[config.mk]
export PLATFORM = sky130hd
export DESIGN_NAME = operand_fetch
export DESIGN_NICKNAME = d
export VERILOG_FILES = /design/src/rtl/operand_fetch.sv
export SDC_FILE = /design/constraint.sdc
export NUM_CORES = 1
export LEC_CHECK = 0
export ABC_CLOCK_PERIOD_IN_PS = 2750
export BUFFER_PORTS_ARGS = -buffer_cell sky130_fd_sc_hd__buf_2
export CAP_MARGIN = 20
export CORE_AREA = 2 2 145 147
export DETAILED_ROUTE_END_ITERATION = 8
export DIE_AREA = 0 0 147 149
export PLACE_DENSITY = 0.67
export RECOVER_POWER = 25
export SYNTH_ARGS = -nofsm -noshare
export SYNTH_HDL_FRONTEND = slang
export SYNTH_HIERARCHICAL = 1
export SYNTH_SLANG_ARGS = --single-unit
[constraint.sdc]
create_clock -name clk -period 2.75 [get_ports clk]
set_input_delay 0.1375 -clock clk [delete_from_list [all_inputs] [get_ports clk]]
set_output_delay 0.1375 -clock clk [all_outputs]
set_load 0.02 [all_outputs]
[src/rtl/operand_fetch.sv]
// Operand fetch stage: resolves both source operands through the EX/MEM/WB
// bypass network, detects load-use hazards and registers the issued operands.

module operand_fetch_src (
   input  logic [4:0]  rs,
   input  logic [31:0] rf_rdata,
   input  logic        ex_en,
   input  logic [4:0]  ex_rd,
   input  logic [31:0] ex_data,
   input  logic        mem_en,
   input  logic [4:0]  mem_rd,
   input  logic [31:0] mem_data,
   input  logic        wb_en,
   input  logic [4:0]  wb_rd,
   input  logic [31:0] wb_data,
   output logic        ex_hit,
   output logic [31:0] data
);
   logic mem_hit, wb_hit;

   assign ex_hit  = ex_en  & (ex_rd  == rs);
   assign mem_hit = mem_en & (mem_rd == rs);
   assign wb_hit  = wb_en  & (wb_rd  == rs);

   // WB must win over the RF: its write lands on the same edge we capture.
   always_comb begin
      data = rf_rdata;
      if (rs == 5'd0)   data = '0;
      else if (ex_hit)  data = ex_data;
      else if (mem_hit) data = mem_data;
      else if (wb_hit)  data = wb_data;
   end
endmodule

module operand_fetch #(
   parameter int CNT_W = 16
) (
   input  logic             clk,
   input  logic             resetn,
   input  logic             id_valid,
   output logic             id_ready,
   input  logic [4:0]       id_rs1,
   input  logic [4:0]       id_rs2,
   input  logic [4:0]       id_rd,
   input  logic             id_use_rs1,
   input  logic             id_use_rs2,
   input  logic             id_rd_we,
   input  logic             id_is_load,
   input  logic [31:0]      id_pc,
   output logic [4:0]       rf_raddr1,
   output logic [4:0]       rf_raddr2,
   input  logic [31:0]      rf_rdata1,
   input  logic [31:0]      rf_rdata2,
   input  logic             ex_fwd_valid,
   input  logic             ex_fwd_we,
   input  logic             ex_fwd_is_load,
   input  logic [4:0]       ex_fwd_rd,
   input  logic [31:0]      ex_fwd_data,
   input  logic             mem_fwd_valid,
   input  logic             mem_fwd_we,
   input  logic [4:0]       mem_fwd_rd,
   input  logic [31:0]      mem_fwd_data,
   input  logic             wb_fwd_valid,
   input  logic             wb_fwd_we,
   input  logic [4:0]       wb_fwd_rd,
   input  logic [31:0]      wb_fwd_data,
   input  logic             flush,
   output logic             out_valid,
   input  logic             out_ready,
   output logic [31:0]      out_src1,
   output logic [31:0]      out_src2,
   output logic [4:0]       out_rd,
   output logic             out_rd_we,
   output logic             out_is_load,
   output logic [31:0]      out_pc,
   output logic [CNT_W-1:0] stall_cnt
);
   localparam int NSRC = 2;

   logic [NSRC-1:0][4:0]  rs_vec;
   logic [NSRC-1:0][31:0] rf_vec;
   logic [NSRC-1:0][31:0] src_vec;
   logic [NSRC-1:0]       use_vec, ex_hit;
   logic                  hazard, capture;

   assign rf_raddr1 = id_rs1;
   assign rf_raddr2 = id_rs2;
   assign rs_vec    = {id_rs2, id_rs1};
   assign rf_vec    = {rf_rdata2, rf_rdata1};
   assign use_vec   = {id_use_rs2, id_use_rs1};

   for (genvar i = 0; i < NSRC; i++) begin : g_src
      operand_fetch_src u_src (
         .rs       (rs_vec[i]),
         .rf_rdata (rf_vec[i]),
         .ex_en    (ex_fwd_valid & ex_fwd_we),
         .ex_rd    (ex_fwd_rd),
         .ex_data  (ex_fwd_data),
         .mem_en   (mem_fwd_valid & mem_fwd_we),
         .mem_rd   (mem_fwd_rd),
         .mem_data (mem_fwd_data),
         .wb_en    (wb_fwd_valid & wb_fwd_we),
         .wb_rd    (wb_fwd_rd),
         .wb_data  (wb_fwd_data),
         .ex_hit   (ex_hit[i]),
         .data     (src_vec[i])
      );
   end

   // Load data in EX is not ready yet; use flags only gate the stall.
   assign hazard   = id_valid & ex_fwd_valid & ex_fwd_we & ex_fwd_is_load &
                     (ex_fwd_rd != 5'd0) & |(use_vec & ex_hit);
   assign id_ready = ~flush & ~hazard & (~out_valid | out_ready);
   assign capture  = id_valid & id_ready;

   always_ff @(posedge clk or negedge resetn) begin
      if (!resetn) begin
         out_valid   <= 1'b0;
         out_src1    <= '0;
         out_src2    <= '0;
         out_rd      <= '0;
         out_rd_we   <= 1'b0;
         out_is_load <= 1'b0;
         out_pc      <= '0;
      end else if (flush) begin
         out_valid <= 1'b0;
      end else if (capture) begin
         out_valid   <= 1'b1;
         out_src1    <= src_vec[0];
         out_src2    <= src_vec[1];
         out_rd      <= id_rd;
         out_rd_we   <= id_rd_we;
         out_is_load <= id_is_load;
         out_pc      <= id_pc;
      end else if (out_ready) begin
         out_valid <= 1'b0;
      end
   end

   always_ff @(posedge clk or negedge resetn) begin
      if (!resetn)
         stall_cnt <= '0;
      else if (hazard && !flush && !(&stall_cnt))
         stall_cnt <= stall_cnt + CNT_W'(1);
   end
endmodule
Word-level counts from Yosys, hierarchy flattened --
Cells that the tools add are included.
Cells by class: add/subtract/negate cells 1, equal/unequal tests 6, muxes and demuxes 11, bitwise operators 22, reduce and logical (&&, ||, !) cells 11
Operators with widths (count):
- 32-bit 2-to-1 mux | 8
- 5-bit == test | 6
- 1-bit bitwise AND | 17
- 16-bit by 1-bit adder with 16-bit output (second input constant) | 1
- 16-bit AND reduction | 1
- 5-bit logical NOT | 2
- 5-bit nonzero test | 1
- 1-bit 2-to-1 mux | 3
- 1-bit inverter | 3
- 3-bit nonzero test | 1
- 2-bit bitwise AND | 1
- 1-bit logical AND | 2
- 1-bit logical NOT | 2
- 2-bit AND reduction | 1
- 2-bit OR reduction | 1
- 1-bit OR | 1
Storage, ports and cells: flip-flop bits (word level) 120, bits of input ports 238, output and inout port bits 131, logic and storage cells 59

Logic depth before layout (Yosys ltp) --
Gate-level depths: netlist of run 1.
depth in word-level cells 11, mapped depth 11, depth with buffers taken out 8

By module --
The synthesis of run 1 kept the hierarchy.
By module, submodules not included:
- operand_fetch | instances 1, cells each 313, area an instance 4792.1 µm², seq. area each 3002.9 µm²
- operand_fetch_src | instances 2, cells each 176, area an instance 1397.6 µm², seq. area each 0.0 µm²

Least setup slack after synthesis of run 1 --
Ideal clock, no wire load.
path type input -> register, start input port id_rs1[2], end register out_pc[10], setup time 0.125 ns, arrival time 2.324 ns, setup slack 0.302 ns, stages on the path 11, path buffers 3, cell sequence xor2_1 -> nor4_1 -> nand3_1 -> inv_2 -> buf_2 -> a22oi_1 -> a211o_1 -> nand3_1 -> buf_2 -> buf_2 -> mux2_2
Between the ends: longest elaborated chain between the ends 10
RTL lines:
- from (decl) | line 42 | input logic [4:0] id_rs1,
- 5-bit == test | line 21 | assign ex_hit = ex_en & (ex_rd == rs);
- 1-bit bitwise AND | line 21
- named net ex_hit[0] | line 83 | logic [NSRC-1:0] use_vec, ex_hit;
- 2-bit bitwise AND | line 112 | (ex_fwd_rd != 5'd0) & |(use_vec & ex_hit);
- 2-bit OR reduction | line 112
- 1-bit bitwise AND | line 112
- 1-bit inverter | line 113 | assign id_ready = ~flush & ~hazard & (~out_valid | out_ready);
- 1-bit bitwise AND (2 in series) | line 113
- 1-bit bitwise AND | line 114 | assign capture = id_valid & id_ready;
- 2-bit AND reduction (no source line)
- to (signal assigned) | line 134 | out_pc <= id_pc;
- to (decl) | line 75 | output logic [31:0] out_pc,
The timed path passes the listed nets, and every way through them passes these cells. A chain may end at the register's enable or synchronous reset.

Worst setup path after layout of run 1 --
start input port id_rs2[2], end register stall_cnt[1]
Between the ends: longest elaborated chain between the ends 7
RTL lines:
- from (decl) | line 43 | input logic [4:0] id_rs2,
- 5-bit == test | line 21
- 1-bit bitwise AND | line 21
- named net ex_hit[1] | line 83
- 2-bit bitwise AND | line 112
- 2-bit OR reduction | line 112
- 1-bit bitwise AND | line 112
- 1-bit logical AND (2 in series) | line 143 | else if (hazard && !flush && !(&stall_cnt))
- to (signal assigned) | line 144 | stall_cnt <= stall_cnt + CNT_W'(1);
- to (decl) | line 76 | output logic [CNT_W-1:0] stall_cnt
The timed path passes the listed nets, and every way through them passes these cells.

==> summary.txt, run 1 <==
Route
  • DRT iter0 DRCs: 322
  • DR WL/cell: 20.5 µm
  • WL final: 27500 µm
  • Vias/cell: 5.41
  • First-pass iteration count of the detailed router: 4
  • Number of remaining DRC errors: 0
  • Antenna Nets Post-Route: 0
  • Vias: 7234
  • Routed wl met3: 2290 µm
  • Max layer used: met4
  • Met1 Routed Length: between 10000 and 15000 µm
  • Met2 wire length: ~13000 µm

Run status
  • Result of the run: complete, no violations

Die
  • Core box area: 0.0206 mm²
  • Die Footprint: 0.0219 mm²
  • Io pins: 369
  • Chip width: between 100 and 150 µm
  • Site Rows: 53
  • Initial Util: 0.369
  • Die Y: roughly 150 µm

Synthesis
  • Post-synth top cells: dfrtp_1, mux2_2, nand3_1
  • Area leader, netlist: dfrtp_1
  • Main combinational cell family by area after synthesis: multiplexers
  • Average size of a mapped cell: about 11 µm²
  • Synth Area in Adders: 0.00165
  • Post-Synth XOR/XNOR Area: 0.0508
  • Async set or reset register ratio after synthesis: 1.00
  • Post-Syn Instances: 665
  • Synthesized area: 0.00759 mm²
  • Most frequent cell after synthesis: dfrtp_1
  • Yosys top cell area share: 0.396
  • EDFF count, synth: 0
  • Compound-gate portion of the synthesized area: 0.113
  • Post-synthesis sequential area ratio: 0.396
  • Yosys cell types: 36
  • Simple-gate area share of the yosys netlist: 0.146
  • Top FF cell, synth: dfrtp_1
  • Net Count, Synth: 904
  • Area contributors post-synth: dfrtp_1, mux2_2, o211ai_2
  • Yosys warns: 6
  • Yosys reg bits: 120
  • Mux cell area share after synthesis: 0.240

STA
  • Final count of hold timing violations: 0
  • Worst Slack Setup Final: 687 ps
  • Final setup vio count: 0
  • Fin Hold WS: about 21 ps
  • Pins Over Slew Limit: 0
  • Max Clock Skew: 5.79 ps
  • Unrepaired setup endpoints after global routing: false
  • Crit share post-route: 0.750
  • Worst slew pin tran: 1310 ps
  • Fmax: just under 500 MHz
  • Slew margin rel.: 0.126
  • Final Critical Period: 2060 ps
  • Post-route setup TNS: 0 ps

Layout
  • Final core occ: 0.517
  • Area growth from synthesis to layout: 40.2%
  • Multi-input combinational cell area: 0.00423 mm²
  • Share of cells above drive strength 1: 0.524
  • Final nets: about 1300
  • Fillers: ~1900
  • Storage cell area: 0.00300 mm²

Worst setup path
  • Path type of the worst setup path: in2reg
  • R2R Setup Slk: 850 ps
  • Req. time, crit path: 3050 ps
  • Worst EP arrival: 2360 ps
  • CP max FO: 15
  • Crit path capture type: flop
  • Depth of the most critical reg-to-reg path: 5
  • R2r startpoint: stall_cnt[0]
  • R2r endpoint: stall_cnt[1]
  • Worst setup SP type: primary input

Clock network
  • CTS Hold Bufs: 41
  • Maximum clock path buffer count: 2
  • Clk root buf: clkbuf_16
  • TritonCTS clock tree: built
  • Clock transition at path regs: 60 ps
  • Clk Latency, worst-skew pair: 410 ps
  • TritonCTS Buffers: 17
  • Number of setup buffers added after CTS: 0
  • H-Tree Depth: 4
  • Sink Count: 120
  • Resize count post-CTS: 0

GRT
  • Largest net degree at the start of global routing: 60
  • Initial antenna violation count: 2
  • Remaining Overflow, GRT: 0
  • Global-route wire length before repair: 42000 µm
  • GRT Util Overall: 0.248
  • Vias in the first global route: 7554

Flow run
  • Max Cap Viol: 0

Place
  • GP Congestion: 0.874
  • IO Port Bufs: 368
  • Pre-CTS setup slack: 291 ps
  • Dpl hpwl: 19600 µm

Power and ir drop
  • Worst VDD drop: 0.404 mV
  • P per Cell Area: 580 mW/mm²
  • Leak Pwr: 5.26 nW
  • Total Power: between 6 and 7 mW

Hold path
  • Hold path endpoint: out_valid
  • Min-Delay Startpoint: out_ready
  • Hold Path Cell Cnt: 3
  • Hold WC Path Type: in2reg
-- critical path, cell delays in order --
cell and delay, ps:
buf_2 140, xor2_1 160, nor4_1 340, nand3_2 150, inv_2 100, a22oi_1 80
a2111o_1 610, nor2_1 280, mux2_2 360
-- cells by family after synthesis --
logic type	Yosys count
compound gates	72
xor+xnor	44
fa+ha+maj	1
buf+inv	68
flops	120
mux	169
simple gates	191
-- final cells by class --
type | instances | area share
clock inverters | 15 | 0.0180
multi-input cells | 477 | 0.398
repair buffers | 430 | 0.228
well taps | 275 | 0.0324
inverters | 2 | 0.000706
clock buffers | 17 | 0.0400
flip-flops and latches | 120 | 0.282
diodes | 2 | 0.000471
-- sequential cells by signal (all words and copies together), names as in the netlist --
| name | cells |
|---|---|
| stall_cnt | 16 |
| out_src1 | 32 |
| out_valid | 1 |
| out_src2 | 32 |
| out_rd | 5 |
| out_is_load | 1 |
| out_pc | 32 |
| out_rd_we | 1 |
-- stage by stage --
stage / area (µm²) / instances
6_report: 10600 / 1338
5_1_grt: 10600 / 1338
4_1_cts: 10700 / 1336
3_5_place_dp: 9660 / 1263
3_3_place_gp: 9660 / 1263
2_1_floorplan: 7590 / 665
-- cells in the final DEF (no fill, tap or decap), types with 7 or more instances in the layout --
master,netlist,layout
nand4_1,72,72
o211ai_2,60,60
dfrtp_1,120,120
mux2i_1,64,64
clkbuf_1,22,46
nor4_1,8,8
xnor2_1,7,7
buf_4,10,15
xor2_1,37,37
buf_2,25,321
mux2_2,105,105
dlygate4sd3_1,0,41
nand3_1,73,68
nor3_1,10,10
clkbuf_16,0,17
-- power breakdown --
group	switching [mW]	leakage [nW]	total [mW]	internal [mW]
Clock	0.906	0.297	2.35	1.45
Combinational	0.921	3.51	1.61	0.685
Sequential	0.147	1.45	2.20	2.06
-- routing by layer --
metal,GRT usage,vias up
li1,-,3308
met1,0.297,3512
met2,0.427,363
met3,0.0609,51
met4,0.111,0
met5,0,-
-- how the worst max path moves through the flow --
stage | slack (ps) | start | end | depth (start not counted)
2_1_floorplan | 300 | id_rs1[2] | out_pc[10] | 11
3_3_place_gp | 310 | id_rs1[2] | stall_cnt[1] | 9
3_5_place_dp | 290 | id_rs1[2] | stall_cnt[1] | 9
4_1_cts | 720 | id_rs1[2] | stall_cnt[1] | 9
5_1_grt | 530 | id_rs1[2] | stall_cnt[1] | 9
6_report | 690 | id_rs2[2] | stall_cnt[1] | 9
No activity file was read; power rests on OpenSTA's default activity.
==> run 2: changes to the inputs <==
ABC_AREA = 1   (was default)
ABC_CLOCK_PERIOD_IN_PS = 2000   (was 2750)
CORE_AREA = default   (was 2 2 145 147)
CORE_MARGIN = 2   (was default)
CORE_UTILIZATION = 40   (was default)
DIE_AREA = default   (was 0 0 147 149)
PLACE_DENSITY = 0.68   (was 0.67)
clock period = 2 ns   (was 2.75 ns; I/O delays follow)
==> run 2 against run 1 <==
The run now ends with capacitance limit, slew limit left. Core utilization is 2.1 points higher. Sequential share of layout area shrank 4.3 points. Register-to-register slack got worse by 620 ps. Largest power group unchanged. Critical path type unchanged. Highest routed layer is now met5. Clock power grew 31%. Largest cell class unchanged. Die area is 14% higher. Worst hold slack improved by 97 ps. Wire length is 31% higher. First-iteration DRC count rose to 2.8 times the previous value.
==> summary.txt, run 2 <==
Worst setup path
  • Worst setup SP type: primary input (unchanged)
  • Crit path capture type: flop (unchanged)
  • CP max FO: 47 (was 15)
  • Path type of the worst setup path: in2reg (unchanged)
  • Worst EP arrival: 2210 ps (was 2360 ps)
  • Req. time, crit path: 2300 ps (was 3050 ps)

Synthesis
  • Area contributors post-synth: dfrtp_1, nand2_1, nand3_1 (was dfrtp_1, mux2_2, o211ai_2)
  • Post-synthesis sequential area ratio: 0.317 (was 0.396)
  • Post-Syn Instances: 1479 (was 665)
  • Average size of a mapped cell: 6.41 µm² (was 11.4 µm²)
  • Yosys reg bits: 120 (unchanged)
  • Yosys warns: 6 (unchanged)
  • Synthesized area: 0.00948 mm² (was 0.00759 mm²)
  • Top FF cell, synth: dfrtp_1 (unchanged)
  • EDFF count, synth: 0 (unchanged)
  • Most frequent cell after synthesis: nand2_1 (was dfrtp_1)
  • Async set or reset register ratio after synthesis: 1.00 (unchanged)
  • Area leader, netlist: dfrtp_1 (unchanged)
  • Yosys top cell area share: 0.317 (was 0.396)
  • Net Count, Synth: 1718 (was 904)
  • Post-synth top cells: nand2_1, inv_1, nand3_1 (was dfrtp_1, mux2_2, nand3_1)
  • Yosys cell types: 29 (was 36)

Clock network
  • Clk Latency, worst-skew pair: 430 ps (was 410 ps)
  • TritonCTS clock tree: built (unchanged)
  • Maximum clock path buffer count: 2 (unchanged)
  • Clk root buf: clkbuf_16 (unchanged)
  • Clock transition at path regs: 60 ps (about the same)
  • Sink Count: 120 (unchanged)
  • H-Tree Depth: 4 (unchanged)
  • Resize count post-CTS: 0 (unchanged)
  • TritonCTS Buffers: 17 (unchanged)

Power and ir drop
  • Leak Pwr: 7.37 nW (was 5.26 nW)
  • Switching share of power: 0.354 (was 0.320)
  • Worst VDD drop: 0.523 mV (was 0.404 mV)
  • Combinational power share: 0.285 (was 0.261)
  • Clock power frac: 0.364 (was 0.382)
  • P per Cell Area: 674 mW/mm² (was 580 mW/mm²)
  • Pint: 5.46 mW (was 4.19 mW)
  • Flop pwr share: 0.351 (was 0.358)
  • Switch Pwr: 3.00 mW (was 1.97 mW)
  • Total Power: 8.46 mW (was 6.16 mW)

Die
  • Io pins: 369 (unchanged)
  • Die Y: 158 µm (was 149 µm)
  • Site Rows: 56 (was 53)
  • Die Footprint: 0.0249 mm² (was 0.0219 mm²)
  • Core box area: 0.0233 mm² (was 0.0206 mm²)
  • Initial Util: 0.406 (was 0.369)
  • Chip width: 158 µm (was 147 µm)

STA
  • Post-route setup TNS: 0 ps (unchanged)
  • Crit share post-route: 0.955
  • Max Clock Skew: 10.4 ps (was 5.79 ps)
  • Final Critical Period: 1910 ps
  • Final count of hold timing violations: 0 (unchanged)
  • Worst slew pin tran: 1510 ps (was 1310 ps)
  • Slew margin rel.: -0.00787 (was 0.126)
  • Unrepaired setup endpoints after global routing: false (unchanged)
  • Final setup vio count: 0 (unchanged)
  • Pins Over Slew Limit: 56 (was 0)
  • Fmax: 523 MHz

Route
  • Vias: 11255 (was 7234)
  • Antenna Nets Post-Route: 0 (unchanged)
  • WL final: 36100 µm (was 27500 µm)
  • DR WL/cell: 16.5 µm (was 20.5 µm)
  • First-pass iteration count of the detailed router: 5 (was 4)
  • DRT iter0 DRCs: 896 (was 322)
  • Number of remaining DRC errors: 0 (unchanged)
  • Vias/cell: 5.14 (was 5.41)

Place
  • IO Port Bufs: 368 (unchanged)
  • Placed cell count: 2109 (was 1263)
  • Dpl hpwl: 25600 µm (was 19600 µm)
  • GP Congestion: 0.940 (was 0.874)
  • Dpl cell area: 0.0116 mm² (was 0.00966 mm²)

GRT
  • Global-route wire length before repair: 55400 µm (was 42000 µm)
  • GRT Util Overall: 0.283 (was 0.248)
  • Initial antenna violation count: 6 (was 2)
  • Remaining Overflow, GRT: 0 (unchanged)
  • Largest net degree at the start of global routing: 105 (was 60)
  • Vias in the first global route: 10622 (was 7554)

Run status
  • Failing checks: capacitance limit, slew limit
  • Result of the run: complete, but fails checks (was complete, no violations)

Layout
  • Fillers: 2355 (was 1865)
  • Layout Cells excl Fill: 2190 (was 1338)
  • Final core occ: 0.538 (was 0.517)
  • Share of cells above drive strength 1: 0.307 (was 0.524)
  • Most common cell after layout, fill and taps aside: nand2_1 (was buf_2)
  • Multi-input combinational cell area: 0.00492 mm² (was 0.00423 mm²)
  • Final nets: 2091 (was 1287)
  • Most frequent cells in the layout: nand2_1, buf_2, inv_1 (was buf_2, dfrtp_1, mux2_2)
  • Design area: 0.0126 mm² (was 0.0106 mm²)
  • Storage cell area: 0.00300 mm² (unchanged)
  • Area growth from synthesis to layout: 32.5% (was 40.2%)
  • Biggest regs: out_pc (32), out_src1 (32), out_src2 (32) (unchanged)

Hold path
  • Hold WC Path Type: in2reg (unchanged)

Flow run
  • Max Cap Viol: 1 (was 0)
[run 2: cell count changes after synthesis, moves of 30 or more]
cell,previous run,this run
nand2_1,4,432
inv_1,0,230
nand3_1,73,181
mux2_2,105,0
nor2_2,0,87
nor2_1,5,80
mux2i_1,64,0
o211ai_2,60,0
o21ai_0,2,61
a21oi_1,0,46
xor2_1,37,7
[run 2: power groups by stage]
stage	clock network [mW]	logic (mW)	registers (mW)
floorplan	0	0.915	3.40
global placement	0	2.31	3.00
finish	3.08	2.41	2.97
CTS	3.14	2.41	2.96
detailed placement	0	2.34	2.99
global route	3.25	2.63	3.00
[run 2: logic make-up (layout without fill, tap and decap cells)]
kind of cell | count (synthesis) | after routing | synth area share
flip-flops | 120 | 120 | 0.317
adder cells (fa/ha/maj) | 1 | 1 | 0.00132
other | 0 | 6 | 0
AO/OA/AOI/OAI | 130 | 130 | 0.0758
AND/OR/NAND/NOR | 875 | 875 | 0.429
buffers and inverters | 342 | 728 | 0.166
XOR/XNOR | 11 | 11 | 0.0102
[run 2: repair_timing]
item	CTS	global route
hold buffers	42	0
endpoints found under the hold margin	93	0
setup endpoints to repair	1	0
setup buffers	1	0
[run 2: routing by layer]
metal  up-vias  routed length, µm  global-route usage
met5         -                 11                   0
met4         2               1410               0.141
met1      5151              14500               0.352
met2       634              17300               0.469
li1       5355                  -                   -
met3       113               2960              0.0558
[run 2: final timing paths]
check	from	to	slack (ps)	cells past startpoint
worst max-delay path	id_rs2[4]	out_valid	90	12
worst min-delay path	ex_fwd_data[30]	out_src1[30]	120	5
worst max register to register	out_valid	out_valid	230	6
worst min register to register	out_src1[2]	out_src1[2]	470	2
max in group asynchronous	resetn	out_src2[20]	370	3
min in group asynchronous	resetn	stall_cnt[4]	590	2
[run 2: cell type report]
type	count	area share
diodes	6	0.00120
clock buffers	18	0.0342
clock inverters	14	0.0119
inverters	240	0.0718
multi-input cells	1017	0.392
flip-flops and latches	120	0.239
well taps	319	0.0318
repair buffers	456	0.218
[run 2: through the flow]
step / hold WS (ps) / setup slack, ps
final: 118 / 89.4
after global routing: 136 / 9.65
after CTS: 103 / 127
after detailed placement: 126 / 95.0
after global placement: 118 / 136
after floorplan: -196 / 219
[run 2: worst max-delay path, cell delays in order]
cell and delay (ps):
buf_2 140, xor2_1 160, nor2_1 210, nor2b_4 190, nand2_1 50, nand2_1 90, buf_4 120, nand3_1 110
nand3b_4 140, buf_12 230, o21ai_1 90, dlygate4sd3_1 560
==> run 3: changes to the inputs <==
ABC_AREA = 0   (was 1)
ABC_CLOCK_PERIOD_IN_PS = 1800   (was 2000)
CORE_AREA = 2 2 145 147   (was default)
CORE_MARGIN = default   (was 2)
CORE_UTILIZATION = default   (was 40)
DIE_AREA = 0 0 147 149   (was default)
PLACE_DENSITY = 0.67   (was 0.68)
clock period = 1.8 ns   (was 2 ns; I/O delays follow)
==> run 3 against run 2 <==
The run now ends clean. Flip-flop and latch count is the same. Clock skew fell by 2.8 ps. First-iteration DRC count is 68% lower. Cell area decreased by 9.2%. Worst hold slack got worse by 61 ps. Clock power grew 9.7%. Sequential share of layout area grew 2.5 points. Non-clock buffer count grew 30. Critical path depth down 2. Final cell count down 36%. Largest cell class unchanged. Largest power group unchanged. Highest routed layer unchanged.
==> summary.txt, run 3 (synthesis results as in run 1) <==
Die
  • Site Rows: 53 (was 56)
  • Io pins: 369 (unchanged)
  • Initial Util: 0.369 (was 0.406)
  • Core box area: 0.0206 mm² (was 0.0233 mm²)
  • Die Y: 149 µm (was 158 µm)
  • Die Footprint: 0.0219 mm² (was 0.0249 mm²)
  • Chip width: 147 µm (was 158 µm)

Clock network
  • Maximum clock path buffer count: 2 (unchanged)
  • Clock transition at path regs: 70 ps (was 60 ps)
  • Clk Latency, worst-skew pair: 420 ps (was 430 ps)
  • TritonCTS Buffers: 17 (unchanged)
  • H-Tree Depth: 4 (unchanged)
  • Sink Count: 120 (unchanged)
  • Clk root buf: clkbuf_16 (unchanged)
  • TritonCTS clock tree: built (unchanged)

Power and ir drop
  • Leak Pwr: 5.74 nW (was 7.37 nW)
  • P per Cell Area: 823 mW/mm² (was 674 mW/mm²)
  • Worst VDD drop: 0.615 mV (was 0.523 mV)
  • Total Power: 9.38 mW (was 8.46 mW)

Place
  • GP Congestion: 0.937 (was 0.940)
  • Dpl hpwl: 20000 µm (was 25600 µm)
  • IO Port Bufs: 368 (unchanged)

Layout
  • Biggest regs: out_pc (32), out_src1 (32), out_src2 (32) (unchanged)
  • Share of cells above drive strength 1: 0.596 (was 0.307)
  • Most common cell after layout, fill and taps aside: buf_2 (was nand2_1)
  • Final core occ: 0.555 (was 0.538)
  • Most frequent cells in the layout: buf_2, dfrtp_1, mux2_2 (was nand2_1, buf_2, inv_1)
  • Area growth from synthesis to layout: 50.2% (was 32.5%)
  • Final nets: 1343 (was 2091)

Route
  • Vias/cell: 5.44 (was 5.14)
  • WL final: 28000 µm (was 36100 µm)
  • First-pass iteration count of the detailed router: 4 (was 5)
  • Number of remaining DRC errors: 0 (unchanged)
  • DR WL/cell: 20.1 µm (was 16.5 µm)
  • Antenna Nets Post-Route: 0 (unchanged)
  • DRT iter0 DRCs: 283 (was 896)
  • Vias: 7583 (was 11255)

Worst setup path
  • Req. time, crit path: 2090 ps (was 2300 ps)
  • Worst setup SP type: primary input (unchanged)
  • Crit path capture type: flop (unchanged)
  • CP max FO: 38 (was 47)
  • Worst EP arrival: 2060 ps (was 2210 ps)
  • Path type of the worst setup path: in2reg (unchanged)

GRT
  • Initial antenna violation count: 6 (unchanged)
  • GRT Util Overall: 0.247 (was 0.283)
  • Largest net degree at the start of global routing: 66 (was 105)
  • Vias in the first global route: 7730 (was 10622)
  • Remaining Overflow, GRT: 0 (unchanged)
  • Global-route wire length before repair: 42000 µm (was 55400 µm)

Run status
  • Result of the run: complete, no violations (was complete, but fails checks)

STA
  • Unrepaired setup endpoints after global routing: true (was false)
  • Final count of hold timing violations: 0 (unchanged)
  • Pins Over Slew Limit: 0 (was 56)
  • Fmax: between 500 and 600 MHz
  • Max Clock Skew: 7.62 ps (was 10.4 ps)
  • Slew margin rel.: 0.540 (was -0.00787)
  • Crit share post-route: 0.983
  • Final setup vio count: 0 (unchanged)
  • Final Critical Period: 1770 ps
  • Worst slew pin tran: 690 ps (was 1510 ps)

Flow run
  • Max Cap Viol: 0 (was 1)

Hold path
  • Hold WC Path Type: in2reg (unchanged)
run 3: what timing repair did:
action                                  CTS  global route
pin swaps                                 0             2
setup buffers                             0             5
hold buffers                             42             0
hold endpoints to repair                160             0
gates resized for setup                   2            17
gates cloned                              0             3
endpoints found under the setup margin   83            86
run 3: area by class of cell:
cell class	instances	area, µm²
Antenna cell	2	5.00
Timing Repair Buffer	486	3050
Fill cell	1785	9160
Clock inverter	15	156
Inverter	2	7.51
Sequential cell	120	3010
Tap cell	275	344
Multi-Input combinational cell	477	4400
Clock buffer	17	425
run 3: through the flow:
step | instance area (µm²) | TNS, ps | setup WS [ps] | hold slack [ps] | cells
final | 11400 | 0 | 30.6 | 57.3 | 1394
after detailed placement | 10200 | -48910 | -472 | -55.3 | 1310
after global routing | 11400 | -2110 | -61.6 | 59.8 | 1393
after CTS | 11200 | 0 | 28.0 | 36.3 | 1384
after global placement | 10200 | -52570 | -494 | -57.5 | 1310
after floorplan | 7750 | -30600 | -300 | -206 | 665
run 3: final timing paths:
path | startpoint | to | cells after the start | slack, ps
worst max register to register | out_valid | out_is_load | 6 | 130
worst max-delay path | ex_fwd_rd[2] | out_src2[0] | 10 | 30
max in group asynchronous | resetn | stall_cnt[3] | 3 | 320
worst min-delay path | ex_fwd_data[4] | out_src2[4] | 4 | 60
min in group asynchronous | resetn | out_src2[6] | 2 | 220
worst min register to register | out_src1[14] | out_src1[14] | 1 | 500
run 3: critical path, stage by stage:
cell	delay [ps]
buf_2	120
xor2_1	160
nor4_2	320
nand3_2	130
inv_2	80
a22oi_2	50
a211o_1	280
nand3_4	160
buf_12	260
mux2_2	370
run 3: per-layer routing:
layer | vias to the layer above | part of all wire | track usage
met5 | - | 0.0016 | 0
met2 | 398 | 0.49 | 0.414
met4 | 8 | 0.029 | 0.108
li1 | 3433 | - | -
met3 | 66 | 0.086 | 0.0700
met1 | 3678 | 0.39 | 0.299
run 3: where the power goes:
group | total (mW) | switching [mW] | internal (mW)
sequential | 3.37 | 0.230 | 3.14
clock | 3.38 | 1.42 | 1.96
combinational | 2.63 | 1.45 | 1.18
total | 9.38 | 3.10 | 6.28
